===== src/rtl/usr_pkg.sv =====
// ============================================================================
// usr_pkg : control encoding and sequencer state type shared by the USR and
//           its command sequencer.  Rev 1.0
// ============================================================================
`default_nettype none

package usr_pkg;

  localparam logic [1:0] CTRL_HOLD = 2'b00;
  localparam logic [1:0] CTRL_SHR  = 2'b01;
  localparam logic [1:0] CTRL_SHL  = 2'b10;
  localparam logic [1:0] CTRL_LOAD = 2'b11;

  typedef enum logic [1:0] {
    ST_IDLE  = 2'd0,
    ST_LOAD  = 2'd1,
    ST_SHIFT = 2'd2,
    ST_DONE  = 2'd3
  } seq_state_t;

endpackage

`default_nettype wire


===== src/rtl/usr_cmd_sequencer.sv =====
// ============================================================================
// usr_cmd_sequencer : turns load / shift-by-N / hold commands into per-cycle
//                     universal shift register controls.  Rev 1.0
// ============================================================================
`default_nettype none

module usr_cmd_sequencer
  import usr_pkg::*;
#(
  parameter int WIDTH = 4,
  parameter int CNT_W = 3
) (
  input  logic             clk,
  input  logic             rst,
  input  logic             cmd_valid,
  output logic             cmd_ready,
  input  logic [1:0]       cmd_op,
  input  logic [WIDTH-1:0] cmd_data,
  input  logic [CNT_W-1:0] cmd_count,
  output logic [1:0]       control,
  output logic [WIDTH-1:0] p_in,
  output logic             r_shift,
  output logic             l_shift,
  output logic             busy,
  output logic             done
);

  seq_state_t       state;
  seq_state_t       state_nxt;
  logic [1:0]       op;
  logic [WIDTH-1:0] sh;
  logic [CNT_W-1:0] cnt;
  logic             accept;

  assign accept = (state == ST_IDLE) && cmd_valid;

  always_ff @(posedge clk) begin
    if (rst) begin
      state <= ST_IDLE;
      op    <= CTRL_HOLD;
      sh    <= '0;
      cnt   <= '0;
    end else begin
      state <= state_nxt;
      if (accept) begin
        op  <= cmd_op;
        sh  <= cmd_data;
        cnt <= cmd_count;
      end else if (state == ST_SHIFT) begin
        // Rotating keeps data bits available when count exceeds WIDTH.
        sh  <= {sh[0], sh[WIDTH-1:1]};
        cnt <= cnt - CNT_W'(1);
      end
    end
  end

  always_comb begin
    state_nxt = state;
    case (state)
      ST_IDLE: begin
        if (cmd_valid) begin
          if (cmd_op == CTRL_LOAD)
            state_nxt = ST_LOAD;
          else if ((cmd_op != CTRL_HOLD) && (cmd_count != '0))
            state_nxt = ST_SHIFT;
          else
            state_nxt = ST_DONE;
        end
      end
      ST_LOAD:  state_nxt = ST_DONE;
      ST_SHIFT: if (cnt == CNT_W'(1)) state_nxt = ST_DONE;
      ST_DONE:  state_nxt = ST_IDLE;
      default:  state_nxt = ST_IDLE;
    endcase
  end

  // Outputs decode only from registered state so no input reaches an output.
  always_comb begin
    cmd_ready = 1'b0;
    busy      = 1'b1;
    done      = 1'b0;
    control   = CTRL_HOLD;
    p_in      = '0;
    r_shift   = 1'b0;
    l_shift   = 1'b0;
    case (state)
      ST_IDLE: begin
        cmd_ready = 1'b1;
        busy      = 1'b0;
      end
      ST_LOAD: begin
        control = CTRL_LOAD;
        p_in    = sh;
      end
      ST_SHIFT: begin
        control = op;
        r_shift = (op == CTRL_SHR) && sh[0];
        l_shift = (op == CTRL_SHL) && sh[0];
      end
      ST_DONE:  done = 1'b1;
      default: ;
    endcase
  end

endmodule

`default_nettype wire


===== config.mk =====
export PLATFORM = sky130hd
export DESIGN_NAME = usr_cmd_sequencer
export DESIGN_NICKNAME = d
export VERILOG_FILES = /design/src/rtl/usr_pkg.sv /design/src/rtl/usr_cmd_sequencer.sv
export SDC_FILE = /design/constraint.sdc
export NUM_CORES = 1
export LEC_CHECK = 0
export CAP_MARGIN = 20
export CORE_MARGIN = 2
export CORE_UTILIZATION = 23
export DETAILED_ROUTE_END_ITERATION = 7
export PLACE_DENSITY = 0.44
export SYNTH_ARGS = -nofsm -noshare
export SYNTH_HDL_FRONTEND = slang
export SYNTH_SLANG_ARGS = --single-unit

===== constraint.sdc =====
create_clock -name clk -period 1.8 [get_ports clk]
set_clock_uncertainty 0.1 [all_clocks]
set_input_delay 0.54 -clock clk [delete_from_list [all_inputs] [get_ports clk]]
set_output_delay 0.54 -clock clk [all_outputs]
set_load 0.005 [all_outputs]

==> flow_metrics.tcl <==
set metrics [dict create \
    fp.dieH_um 59.1 \
    regToRegSetupSlack_ps 140 \
    hold_slack_ps 429 \
    cp_cell_sequence "buf_6 > buf_6 > ha_4 > a21oi_2 > nor2b_1 > buf_2" \
    max-vdd-ir-drop_v 0.000415 \
    syn_nets 99 \
    rsz0062_at_grt "yes" \
    drc 0 \
    p_leak_uw 0.000507 \
    cp-end-kind "primary output" \
    cts_tree "yes" \
    hold_viol 0 \
    clk_pin_slew_ps 70 \
    grt_pass1_vias 712 \
    crit_slowest_cell "dfxtp_4" \
    postRouteAntennaNets 0 \
    antenna_found_initial 0 \
    ys_types 24 \
    die_area_mm2 0.00350 \
    drt_iter0_drc 17 \
    synth_cells 79 \
    period_minus_slack_ps 1940 \
    synth.top_cells.by_area "dfxtp_1 31%, ha_1 14%, mux2i_1 5.7%" \
    fin_setup_tns_ps -831 \
    max_slew_margin 0.816 \
    fin_ws_ps -144 \
    yosysSeqAreaShare 0.315 \
    synthTopCellsByCount "11 x dfxtp_1, 9 x nor2_1, 8 x ha_1" \
    ys_warn_count 0 \
    regArea_um2 225 \
    num-fill-cells 306 \
    clock_latency_ps 280 \
    grt_pass1_wl_um 3230 \
    netlist_area_um2 699 \
    ctsRootBufferMaster "clkbuf_4" \
    p_per_area_mw_per_mm2 1310 \
    drv_cap 0 \
    critical_path_peak_fanout 3 \
    dp_slack_ps -280 \
    antennaDiodeCount 0 \
    cts_buffers 3 \
    totalWireLength_um 2000 \
    start_util 0.235 \
    gp_congestion 0.697 \
    rows 20 \
    power_uw 1610 \
    syn2layout_area_growth_pct 76.4 \
    core_area_mm2 0.00298 \
    synth_area_per_cell_um2 8.85 \
    setup_viol 8 \
    clock.fmax_mhz 514 \
    nets 141 \
    hp-class "reg2reg" \
    worst_pin_slew_ps 276 \
    drive_gt1_frac 0.458 \
    place_hpwl_um 1360 \
    vias_per_cell 4.60 \
    post_drt_wl_per_cell_um 13.1 \
    firstDrtPassIters 4 \
    synth_top_area_share 0.315 \
    cp-start-kind "flip-flop" \
    grt_max_degree 16 \
    die_w_um 59.1 \
    critPathMaxStageDelay_ps 370 \
    multi_input_area_um2 544 \
    violations "negative setup slack" \
    overflow 0 \
    portBuffers 22 \
    crit_type "reg2out" \
    synth_top_area_cell "dfxtp_1" \
    cts_num_sinks 11 \
    htree_levels 1 \
    ys_async_sr_fraction 0 \
    cp.required_ps 1160 \
    synth-seq-cells 11 \
    status "finished, violations left" \
    crit_arrival_ps 1300 \
    boundaryPins 23 \
    ys.flop_type "dfxtp_1" \
    grt_usage 0.126 \
    synth_most_common_cell "dfxtp_1" \
    vias 704 \
    clockBufferDepth 2 \
    synth_edf_count 0 \
    slew_viol_final 0 \
    crit_top_cell "buf_6" \
    period_share 1.08 \
]
-- worst paths after layout --
kind,start,cells past startpoint,endpoint
setup reg to reg,state[1],9,state[0]
hold / removal,op[1],2,op[1]
setup / recovery,state[1],6,control[0]
hold reg to reg,op[1],2,op[1]
-- power breakdown --
part	internal [µW]	switching, µW	total (µW)
clock network	86.0	89.0	175
logic	583	441	1020
registers	333	81.2	414
-- logic make-up after synthesis --
| kind of cell | count (synthesis) | share of synthesized area |
|---|---|---|
| flops | 11 | 0.315 |
| xor+xnor | 3 | 0.0376 |
| simple gates | 29 | 0.204 |
| fa+ha+maj | 8 | 0.143 |
| compound gates | 16 | 0.179 |
| buf+inv | 8 | 0.0644 |
| mux | 4 | 0.0572 |
-- through the flow --
stage	util	area, µm²	cells
finish	0.414	1230	153
global route	0.414	1230	153
CTS	0.413	1230	153
detailed placement	0.347	1030	144
global placement	0.347	1030	144
floorplan	-	699	79
-- what timing repair did --
item	in CTS	in global routing
pin swaps	5	0
setup endpoints to repair	11	11
buffers inserted	5	0
hold buffers	0	0
gates resized for setup	77	7
endpoints found under the hold margin	0	0
-- worst max-delay path, delay by kind of cell, from the launching register on --
family	cells	cell delay, ps
AO/OA/AOI/OAI	1	100
AND/OR/NAND/NOR	1	50
buffers and inverters	3	350
flip-flops	1	370
adder cells (fa/ha/maj)	1	150
-- registers in the layout, indices dropped and copies added, names as in the netlist --
name	flops
op	2
cnt	3
sh	4
state	2
-- layout make-up --
cell class / count / share of cell area
Tap cell: 33 / 0.0335
Sequential cell: 11 / 0.183
Timing Repair Buffer: 40 / 0.302
Inverter: 5 / 0.0193
Multi-Input combinational cell: 60 / 0.441
Clock buffer: 4 / 0.0213
-- placed cells by master, fill, tap and decap left out --
cell	instances
buf_6	12
clkdlybuf4s50_1	11
buf_4	11
nor2_1	9
dfxtp_1	9
ha_4	6
nand2_1	5
a211oi_1	5
and2_4	4
mux2i_1	4
buf_2	4
nand3_1	3
a21oi_1	3
clkbuf_4	3
inv_1	2
inv_4	2
a21oi_2	2
nor2b_1	2
nor3b_2	2
nand2b_1	2
xor2_1	2
ha_1	2
inv_2	1
nand2_4	1
nand2_2	1
o211ai_1	1
a31oi_1	1
a2bb2oi_2	1
a311oi_2	1
xnor2_1	1
o311a_1	1
o32ai_1	1
clkbuf_1	1
clkbuf_2	1
buf_12	1
dfxtp_2	1
dfxtp_4	1
-- metal layers --
layer | wire length, µm | global-route usage | share of wire | up-vias
met5 | 0 | 0 | 0 | -
met4 | 9 | 0.0487 | 0.0045 | 0
met3 | 70 | 0.0415 | 0.035 | 2
met2 | 1070 | 0.225 | 0.54 | 12
met1 | 846 | 0.137 | 0.42 | 333
li1 | - | - | - | 357
Power figures use the tool's default switching activity.
